--- config.mk ---
export PLATFORM = sky130hd
export DESIGN_NAME = shared_comp_arbiter
export DESIGN_NICKNAME = d
export VERILOG_FILES = /design/src/rtl/comp_arb_pkg.sv /design/src/rtl/eight_bit_comp.sv /design/src/rtl/rr_picker.sv /design/src/rtl/shared_comp_arbiter.sv
export SDC_FILE = /design/constraint.sdc
export NUM_CORES = 1
export LEC_CHECK = 0
export CAP_MARGIN = 25
export CORE_UTILIZATION = 50
export CTS_CLUSTER_SIZE = 24
export DETAILED_ROUTE_END_ITERATION = 16
export GPL_TIMING_DRIVEN = 0
export PLACE_DENSITY = 0.85
export SLEW_MARGIN = 10
export SYNTH_ARGS = -nofsm -noshare
export SYNTH_HDL_FRONTEND = slang
export SYNTH_SLANG_ARGS = --single-unit
--- constraint.sdc ---
create_clock -name clk -period 8.38 [get_ports clk]
set_input_delay 1.257 -clock clk [delete_from_list [all_inputs] [get_ports clk]]
set_output_delay 1.257 -clock clk [all_outputs]
set_load 0.05 [all_outputs]
--- src/rtl/comp_arb_pkg.sv ---
// Shared types and defaults for the shared comparator arbiter.
// Imported by the picker, the comparator wrapper and the top.
package comp_arb_pkg;

    localparam int N_REQ_DEF = 4;
    localparam int W_DEF     = 8;
    localparam int ID_W      = 2;

    localparam logic [15:0] CNT_MAX = 16'hFFFF;

    typedef enum logic [1:0] {
        IDLE = 2'd0,
        CMP  = 2'd1,
        RESP = 2'd2
    } state_t;

endpackage

--- src/rtl/eight_bit_comp.sv ---
// Combinational 8-bit magnitude comparator: exactly one of g/q/l is high.
module eight_bit_comp (
    input  logic [7:0] a,
    input  logic [7:0] b,
    output logic       g,
    output logic       q,
    output logic       l
);

    assign g = (a > b);
    assign q = (a == b);
    assign l = (a < b);

endmodule

--- src/rtl/rr_picker.sv ---
// Round-robin winner selection: first set request at or after ptr,
// searching upward and wrapping modulo N_REQ.
module rr_picker
    import comp_arb_pkg::*;
#(
    parameter int N_REQ = N_REQ_DEF
) (
    input  logic [N_REQ-1:0] req,
    input  logic [ID_W-1:0]  ptr,
    output logic [ID_W-1:0]  idx,
    output logic [N_REQ-1:0] onehot,
    output logic             any
);

    logic [ID_W-1:0] cand;

    // NOTE: every output gets a default before the loop so no path leaves one unassigned (no latch).
    always_comb begin
        idx    = '0;
        onehot = '0;
        any    = 1'b0;
        cand   = '0;
        for (int i = 0; i < N_REQ; i++) begin
            cand = ID_W'((int'(ptr) + i) % N_REQ);
            if (!any && req[cand]) begin
                any          = 1'b1;
                idx          = cand;
                onehot[cand] = 1'b1;
            end
        end
    end

endmodule

--- src/rtl/shared_comp_arbiter.sv ---
// Shares one eight_bit_comp among up to four requesters: round-robin grant,
// operand capture, registered compare result over a valid/ready handshake.
module shared_comp_arbiter
    import comp_arb_pkg::*;
#(
    parameter int          N_REQ         = N_REQ_DEF,
    parameter int          W             = W_DEF,
    parameter logic [15:0] DONE_CNT_INIT = 16'h0000
) (
    input  logic               clk,
    input  logic               rst_n,
    input  logic [N_REQ-1:0]   req,
    input  logic [N_REQ*W-1:0] a_in,
    input  logic [N_REQ*W-1:0] b_in,
    output logic [N_REQ-1:0]   gnt,
    output logic               rsp_valid,
    input  logic               rsp_ready,
    output logic [ID_W-1:0]    rsp_id,
    output logic               rsp_g,
    output logic               rsp_eq,
    output logic               rsp_l,
    output logic               busy,
    output logic [15:0]        done_cnt
);

    state_t state_q, state_d;

    logic [ID_W-1:0]  ptr;
    logic [ID_W-1:0]  id_q;
    logic [ID_W-1:0]  ptr_next;
    logic [N_REQ-1:0] gnt_q;
    logic [W-1:0]     op_a, op_b;

    logic [ID_W-1:0]  win_idx;
    logic [N_REQ-1:0] win_onehot;
    logic             win_any;
    logic             cmp_g, cmp_q, cmp_l;
    logic             handshake;

    rr_picker #(.N_REQ(N_REQ)) u_picker (
        .req    (req),
        .ptr    (ptr),
        .idx    (win_idx),
        .onehot (win_onehot),
        .any    (win_any)
    );

    // The single comparator only ever sees the captured operands.
    eight_bit_comp u_comp (
        .a (op_a),
        .b (op_b),
        .g (cmp_g),
        .q (cmp_q),
        .l (cmp_l)
    );

    assign handshake = (state_q == RESP) && rsp_valid && rsp_ready;
    assign ptr_next  = (id_q == ID_W'(N_REQ - 1)) ? '0 : id_q + 1'b1;

    always_comb begin
        state_d = state_q;
        case (state_q)
            IDLE:    if (win_any) state_d = CMP;
            CMP:     state_d = RESP;
            RESP:    if (handshake) state_d = IDLE;
            default: state_d = IDLE;
        endcase
    end

    // NOTE: non-blocking assignments so every register samples pre-edge values.
    always_ff @(posedge clk or negedge rst_n) begin
        if (!rst_n) begin
            state_q <= IDLE;
        end else begin
            state_q <= state_d;
        end
    end

    always_ff @(posedge clk or negedge rst_n) begin
        if (!rst_n) begin
            ptr       <= '0;
            id_q      <= '0;
            gnt_q     <= '0;
            op_a      <= '0;
            op_b      <= '0;
            rsp_valid <= 1'b0;
            rsp_id    <= '0;
            rsp_g     <= 1'b0;
            rsp_eq    <= 1'b0;
            rsp_l     <= 1'b0;
            done_cnt  <= DONE_CNT_INIT;
        end else begin
            gnt_q <= '0;
            case (state_q)
                IDLE: begin
                    if (win_any) begin
                        op_a  <= a_in[int'(win_idx) * W +: W];
                        op_b  <= b_in[int'(win_idx) * W +: W];
                        id_q  <= win_idx;
                        gnt_q <= win_onehot;
                    end
                end
                CMP: begin
                    rsp_g     <= cmp_g;
                    rsp_eq    <= cmp_q;
                    rsp_l     <= cmp_l;
                    rsp_id    <= id_q;
                    rsp_valid <= 1'b1;
                end
                RESP: begin
                    if (handshake) begin
                        rsp_valid <= 1'b0;
                        ptr       <= ptr_next;
                        if (done_cnt != CNT_MAX) begin
                            done_cnt <= done_cnt + 16'd1;
                        end
                    end
                end
                default: ;
            endcase
        end
    end

    assign gnt  = gnt_q;
    assign busy = (state_q != IDLE);

endmodule

# [Word-level counts from Yosys, hierarchy flattened]
# Index checks and enable logic that the tools add are counted.
[classes] addsub=5 n_lt_le_gt_ge=10 n_eq_ne=7 n_shift=2 n_mux=36 bitwise=3 n_reduce_logical=20
[ops] operator="32-bit by 6-bit variable part select with 8-bit output" n=2
[ops] operator="4-bit 2-to-1 mux" n=6
[ops] operator="16-bit by 1-bit adder with 16-bit output, second input constant" n=1
[ops] operator="16-bit != test, second input constant" n=1
[ops] operator="2-bit 2-to-1 mux" n=7
[ops] operator="1-bit 2-to-1 mux" n=13
[ops] operator="2-bit by 3-bit < comparator with 1-bit output, second input constant" n=4
[ops] operator="4-bit bitwise OR" n=3
[ops] operator="1-bit logical AND" n=9
[ops] operator="1-bit binary-select mux with 2-bit select" n=4
[ops] operator="1-bit demux with 2-bit select" n=4
[ops] operator="8-bit == test" n=1
[ops] operator="2-bit by 1-bit >= comparator with 1-bit output, second input constant" n=4
[ops] operator="8-bit > comparator" n=1
[ops] operator="8-bit < comparator" n=1
[ops] operator="2-bit AND reduction" n=4
[ops] operator="2-bit one-hot mux with 3 select lines" n=1
[ops] operator="2-bit by 1-bit adder with 2-bit output, second input constant" n=2
[ops] operator="2-bit adder, second input constant" n=2
[ops] operator="2-bit == test, second input constant" n=2
[ops] operator="2-bit nonzero test" n=2
[ops] operator="1-bit logical NOT" n=3
[ops] operator="3-bit AND reduction" n=1
[ops] operator="2-bit by 1-bit == test with 1-bit output, second input constant" n=1
[ops] operator="other kinds (4)" n=4
[totals] ff_bits=48 inputBits=71 out_inout_bits=27

# [Depth between registers and ports, before layout]
# Gate-level depths: netlist of the first run.
[logic_depth] depth_word=14 depth_mapped=13 ltp_nobuf=8

# [By module]
# A second synthesis of the first run with hierarchy kept.
[hier_totals] cells_unflattened=245 hier_area_um2=3027.9
[modules_own_cells] module="shared_comp_arbiter" n_inst=1 cells_per_inst=171 area_each_um2=2379.8 seq_area_each_um2=1201.2
[modules_own_cells] module="rr_picker" n_inst=1 cells_per_inst=45 area_each_um2=422.9 seq_area_each_um2=0.0
[modules_own_cells] module="eight_bit_comp" n_inst=1 cells_per_inst=29 area_each_um2=225.2 seq_area_each_um2=0.0

# [Worst setup path after synthesis of the first run]
# No wires, ideal clock.
[synth_timing] kind="input-to-reg" startpoint="input port req[0]" endpoint="register op_a[0]" t_arrival_ns=2.859 required_ns=8.234 setup_slack_ns=5.375 cell_stages=9 cell_sequence="buf_2 -> mux4_2 -> nor2b_4 -> buf_6 -> o21ai_4 -> nand2_4 -> buf_6 -> mux2i_1 -> o221ai_1"
[synth_between] elab_chain_cells=13
[synth_lines] item="from (decl)" line_no="shared_comp_arbiter.sv:12" source="input logic [N_REQ-1:0] req,"
[synth_lines] item="1-bit binary-select mux with 2-bit select" line_no="rr_picker.sv:25" source="if (!any && req[cand]) begin"
[synth_lines] item="1-bit 2-to-1 mux (implied by the code)" line_no="rr_picker.sv:25"
[synth_lines] item="1-bit 2-to-1 mux" line_no="rr_picker.sv:25"
[synth_lines] item="1-bit logical NOT" line_no="rr_picker.sv:25"
[synth_lines] item="1-bit logical AND" line_no="rr_picker.sv:25"
[synth_lines] item="1-bit 2-to-1 mux" line_no="rr_picker.sv:25"
[synth_lines] item="1-bit logical NOT" line_no="rr_picker.sv:25"
[synth_lines] item="1-bit logical AND" line_no="rr_picker.sv:25"
[synth_lines] item="1-bit 2-to-1 mux" line_no="rr_picker.sv:25"
[synth_lines] item="1-bit logical NOT" line_no="rr_picker.sv:25"
[synth_lines] item="1-bit logical AND" line_no="rr_picker.sv:25"
[synth_lines] item="2-bit 2-to-1 mux or 1-bit 2-to-1 mux (tied branches)" line_no="rr_picker.sv:25"
[synth_lines] item="32-bit by 6-bit variable part select with 8-bit output or 2-bit AND reduction (tied branches)"
[synth_lines] item="to (signal assigned)" line_no="shared_comp_arbiter.sv:97" source="op_a <= a_in[int'(win_idx) * W +: W];"
[synth_lines] item="to (decl)" line_no="shared_comp_arbiter.sv:32" source="logic [W-1:0] op_a, op_b;"
# Parallel ways exist; a longest one is shown, timed or not. The select of a mux whose other input is x is not followed.
# A chain may end at the register's enable or synchronous reset.

# [Worst setup path after layout of the first run]
[layout_timing] startpoint="input port req[1]" endpoint="register op_a[4]"
# The elaborated chain is that of the path after synthesis.

==> results of run 1 <==
cell type report:
class / count / share of cell area
Buffer: 17 / 0.02375
Tap cell: 75 / 0.02172
Multi-Input combinational cell: 237 / 0.4081
Clock inverter: 3 / 0.01100
Timing Repair Buffer: 97 / 0.2276
Sequential cell: 48 / 0.2780
Clock buffer: 5 / 0.01593
Inverter: 16 / 0.01390
power by group:
| part | switching [mW] | total [mW] | internal, mW |
|---|---|---|---|
| clock | 0.0825 | 0.172 | 0.0899 |
| sequential | 0.0618 | 0.378 | 0.316 |
| combinational | 0.550 | 0.953 | 0.402 |
| total | 0.695 | 1.50 | 0.808 |
how the worst max path moves through the flow:
stage / from / endpoint / slack [ns] / depth (start not counted)
final: req[1] / op_a[4] / 4.94 / 9
after global routing: req[3] / op_a[4] / 4.83 / 7
after CTS: req[1] / op_a[4] / 4.98 / 7
after detailed placement: req[1] / op_a[4] / 4.65 / 7
after global placement: req[1] / op_a[4] / 4.72 / 9
after floorplan: req[0] / op_a[0] / 5.37 / 9
cells by family after synthesis:
| group | after synthesis |
|---|---|
| AND/OR/NAND/NOR | 93 |
| multiplexers | 24 |
| AO/OA/AOI/OAI | 88 |
| XOR/XNOR | 14 |
| flip-flops | 48 |
| buffers and inverters | 33 |
| adder cells (fa/ha/maj) | 18 |
per-stage QoR:
step	total power [mW]	hold WS, ns	worst slack [ns]	cells	cell area [um2]
after global placement	1.286	0.4741	4.715	489	4182
after floorplan	1.063	0.4675	5.375	318	3127
final	1.503	0.5003	4.942	498	4320
after CTS	1.504	0.5021	4.978	498	4320
after detailed placement	1.327	0.4821	4.653	490	4204
after global routing	1.606	0.5249	4.833	498	4320
worst min-delay path, stage by stage, from the launching register on:
cell,delay (ns)
dfrtp_1,0.36
nand2_1,0.05
o21ai_0,0.06
cells in the final DEF (no fill, tap or decap), drive strengths merged, types with 5 or more instances in the layout:
cell / instances
clkdlybuf4s50: 95
dfrtp: 48
nand2: 29
o21ai: 25
nand3: 23
ha: 18
nor2: 17
mux2i: 17
a21bo: 16
inv: 15
buf: 13
clkbuf: 11
o211ai: 9
o221ai: 9
xnor2: 9
a21oi: 6
xor2: 5
nor2b: 5
a211oi: 5
registers in the layout (all words and copies together), names as in the netlist:
register	count
done_cnt	16
op_a	8
op_b	8
gnt	4
id_q	2
ptr	2
rsp_id	2
state_q	2
rsp_eq	1
rsp_g	1
rsp_l	1
rsp_valid	1
per-layer routing:
| layer | wire (um) | track usage |
|---|---|---|
| met5 | 0 | 0 |
| met2 | 3743 | 0.3950 |
| met3 | 481 | 0.04831 |
| met1 | 3338 | 0.3305 |
| met4 | 174 | 0.09286 |
==> impl_metrics.json, run 1 <==
{
  "fin_tns_setup_ns": 0,
  "cts_hold_buf": 0,
  "post-route-drc-count": 0,
  "r2r-end": "op_a[4]",
  "ioPinCount": 98,
  "grt_max_degree": 26,
  "insertion_delay_ns": 0.31,
  "die_area_mm2": 0.006574,
  "dr_total_vias": 2886,
  "ir_worst_vdd_uv": 191.0,
  "root_buffer": "clkbuf_8",
  "place_congestion": 0.8294,
  "yosysMostFrequentCell": "dfrtp_1",
  "dieWidth_um": 81.08,
  "maxSlewViolCount": 0,
  "cts_resized": 0,
  "overflow": 0,
  "synth_top_family_by_area": "compound AO/OA/AOI/OAI gates",
  "grt_pass1_wl_um": 12420,
  "regArea_mm2": 0.001201,
  "crit_path_max_fanout": 10,
  "critPathBufInv": 3,
  "fp.dieH_um": 81.08,
  "cts_buffers": 5,
  "dp_hpwl_um": 5997,
  "htreeDepth": 2,
  "post-route-period-util": 0.4103,
  "skew_ns": 0.007515,
  "yosys_register_bits": 48,
  "rrSetupSlack_ns": 5.05,
  "crit_top_cell": "buf_6",
  "ys_seq_area_frac": 0.3842,
  "core_area_mm2": 0.005991,
  "wl_um": 7738,
  "syn_area_per_cell_um2": 9.833,
  "clockBufferDepth": 2,
  "grt_pass1_vias": 2720,
  "synth_commonest_cells": "48 x dfrtp_1, 28 x nand2_1, 23 x nand3_1, 18 x ha_1",
  "synth-compound-area-share": 0.2133,
  "synthMuxAreaShare": 0.09404,
  "path_class": "input port to flip-flop",
  "postCtsSetupBuffers": 0,
  "synthesis.instances": 318,
  "clk_pin_slew_ns": 0.09,
  "drt-wirelength-per-cell_um": 15.54,
  "r2r_start": "ptr[0]",
  "synth_area_leaders": "dfrtp_1 38%, ha_1 7.2%, mux2i_1 5.4%",
  "cp_slowest_cell": "clkdlybuf4s50_1",
  "synth_top_area_cell": "dfrtp_1",
  "critPathRequiredTime_ns": 8.55,
  "holdCritPathClass": "flip-flop to flip-flop",
  "fin_nets": 511,
  "min_to": "rsp_g",
  "hold_viol_final": 0,
  "final_util": 0.7212,
  "drv_cap": 0,
  "yosys.area_share.simple": 0.1453,
  "fmax_ghz": 0.2909,
  "ant_nets": 0,
  "cp_slowest_stage_delay_ns": 0.55,
  "tightest_slew_ns": 0.5660,
  "clock_sinks": 48,
  "yosysTopAreaCellShare": 0.3842,
  "synth_warnings": 0,
  "io_buffers": 96,
  "leakage_nw": 1.846,
  "fillers": 447,
  "path_cells": "clkdlybuf4s50_1, mux4_2, nor2b_4, buf_6, o21ai_4, nand2_4, buf_6, mux2i_1, o211ai_1",
  "rr_worst_depth": 11,
  "path_delay_family": "buffers and inverters",
  "gr-usage-all-layers": 0.2472,
  "outcome": "finished, final reports clean",
  "synthArstFlopShare": 1.000,
  "viasPerCell": 5.795,
  "crit_arrival_ns": 3.61,
  "synthToLayoutAreaGrowth_pct": 38.18,
  "slew_headroom": 0.6227,
  "ys.flop_type": "dfrtp_1",
  "setup-violations-final": 0,
  "whs_path_depth": 2,
  "syn_area_mm2": 0.003127,
  "finalCriticalPeriod_ns": 3.438,
  "antenna_cells": 0,
  "synth-xor-area-share": 0.03922,
  "yosysUniqueCellTypes": 48,
  "rsz0062_at_grt": "no",
  "pwr_density_cell_mw_per_mm2": 347.8,
  "crit_path_start_kind": "input port",
  "end_kind": "flip-flop",
  "cts_tree": "built",
  "drtIter0Drc": 112,
  "initial_utilization": 0.5219,
  "layout-drive-gt1-share": 0.1017,
  "synth_edf_count": 0,
  "syn-num-nets": 407,
  "antenna_found_initial": 0,
  "first_pass_iters": 4,
  "fp-row-count": 28,
  "hp-start": "rsp_g",
  "multi_input_area_mm2": 0.001763,
  "synth-adder-area-share": 0.07203
}
Power figures use the tool's default switching activity.
==> run 2: changes to the inputs <==
--- a/config.mk
+++ b/config.mk
@@ -6,11 +6,11 @@
 export NUM_CORES = 1
 export LEC_CHECK = 0
 export CAP_MARGIN = 25
-export CORE_UTILIZATION = 50
+export CORE_UTILIZATION = 47
 export CTS_CLUSTER_SIZE = 24
 export DETAILED_ROUTE_END_ITERATION = 16
 export GPL_TIMING_DRIVEN = 0
-export PLACE_DENSITY = 0.85
+export PLACE_DENSITY = 0.81
 export SLEW_MARGIN = 10
 export SYNTH_ARGS = -nofsm -noshare
 export SYNTH_HDL_FRONTEND = slang
==> constraint.sdc (replaced) <==
create_clock -name clk -period 3.5 [get_ports clk]
set_input_delay 0.525 -clock clk [delete_from_list [all_inputs] [get_ports clk]]
set_output_delay 0.525 -clock clk [all_outputs]
set_load 0.05 [all_outputs]
==> run 2 against run 1 <==
Setup slack worse by 4.8 ns. Cell area is 0.12% lower. Total power up 140%. Largest cell class unchanged. Sequential power up 140%. Highest routed layer unchanged. Sequential share of layout area is essentially flat. Final cell count rose by 0.40%. Core utilization decreased by 4.5 points. Critical endpoint is now op_a[1]. Largest power group unchanged. Non-clock buffer count is the same.
==> impl_metrics.json, run 2 (same netlist as run 1, synthesis figures left out) <==
{
  "r2r_start": "ptr[0]",
  "gr-usage-met3": 0.03660,
  "clockBufferDepth": 2,
  "skew_ns": 0.009844,
  "largest_reg_flops": 16,
  "most-common-layout-cells": "95 x clkdlybuf4s50_1, 48 x dfrtp_1, 28 x nand2_1",
  "gr-usage-all-layers": 0.2303,
  "fmax_ghz": 0.3015,
  "fin_tns_setup_ns": 0,
  "use_met1": 0.3166,
  "pwr_density_cell_mw_per_mm2": 829.4,
  "dieWidth_um": 83.57,
  "end_kind": "flip-flop",
  "drt-wirelength-per-cell_um": 15.22,
  "cts_hold_buf": 0,
  "r2r-end": "op_a[1]",
  "grt_pass1_wl_um": 13100,
  "place_congestion": 0.8464,
  "layout_commonest_cell": "clkdlybuf4s50_1",
  "cp_slowest_cell": "mux4_2",
  "holdCritPathClass": "input port to asynchronous set/reset pin",
  "slew_headroom": 0.6602,
  "wl_um": 7610,
  "synthToLayoutAreaGrowth_pct": 38.02,
  "tightest_slew_ns": 0.5081,
  "layout-drive-gt1-share": 0.1017,
  "rsz0062_at_grt": "no",
  "grt_pass1_vias": 2802,
  "fin_nets": 511,
  "critPathRequiredTime_ns": 3.67,
  "leakage_nw": 1.843,
  "ir_worst_vdd_uv": 485.6,
  "largestRegisters": "done_cnt: 16 flops, op_a: 8 flops, op_b: 8 flops",
  "first_pass_iters": 4,
  "outcome": "finished, final reports clean",
  "fp-row-count": 29,
  "whs_ns": 0.09594,
  "antenna_found_initial": 0,
  "rrSetupSlack_ns": 0.18,
  "viasPerCell": 5.616,
  "path_delay_family": "multiplexers",
  "io_buffers": 96,
  "postCtsSetupBuffers": 0,
  "cts_buffers": 5,
  "drtIter0Drc": 115,
  "grt_max_degree": 38,
  "insertion_delay_ns": 0.30,
  "hold_viol_final": 0,
  "clk_pin_slew_ns": 0.09,
  "cts_tree": "built",
  "htreeDepth": 2,
  "finalCriticalPeriod_ns": 3.317,
  "critPathBufInv": 5,
  "busiest_layer": "met2",
  "ant_nets": 0,
  "ioPinCount": 98,
  "overflow": 0,
  "setup-violations-final": 0,
  "dr_total_vias": 2808,
  "cts_resized": 0,
  "path_class": "flip-flop to flip-flop",
  "cp_slowest_stage_delay_ns": 0.64,
  "maxSlewViolCount": 0,
  "die_area_mm2": 0.006983,
  "grt_util_met2": 0.3732,
  "antenna_cells": 0,
  "drv_cap": 0,
  "crit_path_start_kind": "flip-flop",
  "regMostFlops": "done_cnt",
  "path_cells": "buf_6, buf_6, inv_1, ha_1, buf_2, mux4_2, o21ai_2, nand2_4, buf_6, mux2i_1, o211ai_1",
  "crit_arrival_ns": 3.48,
  "rr_worst_depth": 11,
  "fp.dieH_um": 83.57,
  "core_area_mm2": 0.006386,
  "crit_path_max_fanout": 10,
  "clock_sinks": 48,
  "crit_top_cell": "buf_6",
  "dp_hpwl_um": 5978,
  "initial_utilization": 0.4896,
  "post-route-drc-count": 0,
  "post-route-period-util": 0.9478,
  "root_buffer": "clkbuf_8"
}
## run 2: through the flow
stage	setup slack, ns	instance area [um2]	power [mW]	util	cells
2_1_floorplan	0.6436	3127	2.545	-	318
3_3_place_gp	0.2475	4184	3.099	0.6552	491
3_5_place_dp	0.2273	4199	3.169	0.6575	492
4_1_cts	0.2017	4315	3.586	0.6757	500
5_1_grt	0.02414	4315	3.873	0.6757	500
6_report	0.1828	4315	3.579	0.6757	500
## run 2: worst max path at each step
| stage | startpoint | end | slack [ns] | depth (start not counted) |
|---|---|---|---|---|
| after floorplan | ptr[0] | op_a[0] | 0.64 | 13 |
| final | ptr[0] | op_a[1] | 0.18 | 11 |
| after CTS | ptr[0] | op_a[0] | 0.20 | 11 |
| after detailed placement | ptr[0] | op_a[3] | 0.23 | 11 |
| after global routing | ptr[0] | op_a[5] | 0.02 | 11 |
| after global placement | ptr[0] | op_a[0] | 0.25 | 11 |
## run 2: cell type report
| cell class | count | area [um2] |
|---|---|---|
| Fill cell | 503 | 2071 |
| Multi-Input combinational cell | 237 | 1763 |
| Sequential cell | 48 | 1201 |
| Timing Repair Buffer | 97 | 975.9 |
| Buffer | 17 | 102.6 |
| Tap cell | 77 | 96.34 |
| Clock buffer | 5 | 68.82 |
| Inverter | 16 | 60.06 |
| Clock inverter | 3 | 47.55 |
## run 2: routing by layer
layer  part of all wire  vias to the layer above  wire length, um
li1                   -                     1367                -
met1               0.47                     1332             3548
met2               0.47                       99             3554
met3              0.052                       10              395
met4              0.015                        0              111
met5                  0                        -                0
## run 2: power by group
part	internal [mW]	leakage (nW)	switching [mW]
combinational	0.964	1.16	1.31
sequential	0.756	0.620	0.147
clock	0.215	0.0583	0.190
==> run 3: changes to the inputs <==
--- a/config.mk
+++ b/config.mk
@@ -7,9 +7,9 @@
 export LEC_CHECK = 0
 export CAP_MARGIN = 25
 export CORE_UTILIZATION = 47
-export CTS_CLUSTER_SIZE = 24
+export CTS_CLUSTER_SIZE = 10
 export DETAILED_ROUTE_END_ITERATION = 16
-export GPL_TIMING_DRIVEN = 0
+export GPL_TIMING_DRIVEN = 1
 export PLACE_DENSITY = 0.81
 export SLEW_MARGIN = 10
 export SYNTH_ARGS = -nofsm -noshare
==> run 3 against run 2 <==
Sequential share of layout area up 0.59 points. Clock skew down 0.0023 ns. Sequential power down 0.7%. Non-clock buffer count down 14. Setup slack better by 0.13 ns. Count of clock-buffer cells in the layout up 1. Sequential cell count unchanged. Register-to-register slack better by 0.13 ns. Hold slack better by 0.12 ns. Critical path type unchanged. Largest cell class unchanged. Largest power group unchanged.
==> impl_metrics.json, run 3 (same netlist as run 1, synthesis figures left out) <==
{
  "postLayoutCellArea_mm2": 0.004227,
  "fin_nets": 497,
  "cp_slowest_cell": "mux4_2",
  "stdcell_count": 486,
  "dp_cells": 477,
  "dp_hpwl_um": 5795,
  "grt_pass1_vias": 2765,
  "overflow": 0,
  "leakage_nw": 1.785,
  "first_pass_iters": 4,
  "fmax_ghz": 0.3136,
  "grt_pass1_wl_um": 12860,
  "fillers": 508,
  "cp_slowest_stage_delay_ns": 0.66,
  "critPathBufInv": 1,
  "largest_reg_flops": 16,
  "drtIter0Drc": 157,
  "grt_max_degree": 49,
  "dpl_cell_area_mm2": 0.004101,
  "path_cells": "inv_1, ha_1, mux4_2, nor2b_4, o21ai_4, nand2_4, mux2i_1, o211ai_1",
  "outcome": "finished, final reports clean",
  "tightest_slew_ns": 0.9608,
  "layout-drive-gt1-share": 0.08313,
  "clockBufferDepth": 2,
  "fin_tns_setup_ns": 0,
  "io_buffers": 97,
  "crit_arrival_ns": 3.35,
  "skew_ns": 0.007588,
  "dieWidth_um": 83.57,
  "fp.dieH_um": 83.57,
  "layout_commonest_cell": "clkdlybuf4s50_1",
  "setup-violations-final": 0,
  "clk_pin_slew_ns": 0.09,
  "insertion_delay_ns": 0.30,
  "multi_input_area_mm2": 0.001763,
  "critPathRequiredTime_ns": 3.66,
  "cts_hold_buf": 0,
  "synthToLayoutAreaGrowth_pct": 35.17,
  "post-route-period-util": 0.9111,
  "drt-wirelength-per-cell_um": 15.82,
  "ir_worst_vdd_uv": 482.5,
  "viasPerCell": 5.770,
  "die_area_mm2": 0.006983,
  "largestRegisters": "done_cnt: 16 flops, op_a: 8 flops, op_b: 8 flops",
  "cts_resized": 0,
  "path_delay_family": "multiplexers",
  "end_kind": "flip-flop",
  "final_util": 0.6618,
  "htreeDepth": 2,
  "crit_path_start_kind": "flip-flop",
  "ant_nets": 0,
  "gr-usage-all-layers": 0.2277,
  "crit_path_max_fanout": 17,
  "holdCritPathClass": "input port to asynchronous set/reset pin",
  "hold_viol_final": 0,
  "pwr_density_cell_mw_per_mm2": 809.9,
  "ioPinCount": 98,
  "place_congestion": 0.8616,
  "postCtsSetupBuffers": 0,
  "fp-row-count": 29,
  "clock_sinks": 48,
  "antenna_found_initial": 0,
  "rsz0062_at_grt": "no",
  "regArea_mm2": 0.001201,
  "cts_buffers": 5,
  "slew_headroom": 0.3583,
  "post-route-drc-count": 0,
  "most-common-layout-cells": "96 x clkdlybuf4s50_1, 48 x dfrtp_1, 28 x nand2_1",
  "path_class": "flip-flop to flip-flop",
  "antenna_cells": 0,
  "root_buffer": "clkbuf_8",
  "finalCriticalPeriod_ns": 3.189,
  "whs_ns": 0.2121,
  "maxSlewViolCount": 0,
  "drv_cap": 0,
  "regMostFlops": "done_cnt",
  "wl_um": 7690,
  "initial_utilization": 0.4896,
  "core_area_mm2": 0.006386,
  "dr_total_vias": 2804,
  "cts_tree": "built"
}
run 3: cell types whose count changed in the layout (fill, tap and decap cells not counted), sizes merged:
| cell | before | now |
|---|---|---|
| clkinv | 3 | 1 |
| buf | 13 | 4 |
| bufinv | 1 | 0 |
| clkinvlp | 0 | 2 |
| clkdlybuf4s50 | 95 | 96 |
| clkbuf | 11 | 6 |
run 3: final timing paths:
kind / cells past startpoint / end / slack, ns / start
max reg2reg: 8 / op_a[4] / 0.31 / ptr[1]
max: 8 / op_a[4] / 0.31 / ptr[1]
min in group clk: 2 / rsp_eq / 0.49 / rsp_eq
min: 1 / done_cnt[5] / 0.21 / rst_n
max in group asynchronous: 2 / state_q[1] / 2.76 / rst_n
min reg2reg: 2 / rsp_eq / 0.49 / rsp_eq
run 3: power breakdown:
part	switching (mW)	internal [mW]
clock	0.191	0.160
combinational	1.28	0.898
sequential	0.141	0.756
total	1.61	1.81
run 3: metrics by stage:
stage	power [mW]	setup WS, ns
after global routing	3.675	0.1129
final	3.423	0.3113
after detailed placement	3.065	0.3641
after CTS	3.422	0.3486
after floorplan	2.545	0.6436
after global placement	2.986	0.5050
run 3: cell type report:
| cell class | count | share of cell area |
|---|---|---|
| multi-input cells | 237 | 0.4171 |
| clock inverters | 2 | 0.003552 |
| clock buffers | 6 | 0.01954 |
| well taps | 77 | 0.02279 |
| inverters | 16 | 0.01421 |
| flip-flops and latches | 48 | 0.2842 |
| repair buffers | 100 | 0.2386 |
run 3: routing by layer:
metal / vias to the layer above / track usage / wire, um
met5: - / 0 / 0
met4: 0 / 0.06780 / 123
met3: 11 / 0.04451 / 417
met2: 97 / 0.3673 / 3697
met1: 1360 / 0.3111 / 3453
li1: 1336 / - / -
run 3: worst register-to-register path, cell delays in order, from the launching register on:
cell and delay [ns]:
dfrtp_1 0.58, inv_1 0.17, ha_1 0.47, mux4_2 0.66
nor2b_4 0.26, o21ai_4 0.18, nand2_4 0.30, mux2i_1 0.34
o211ai_1 0.11
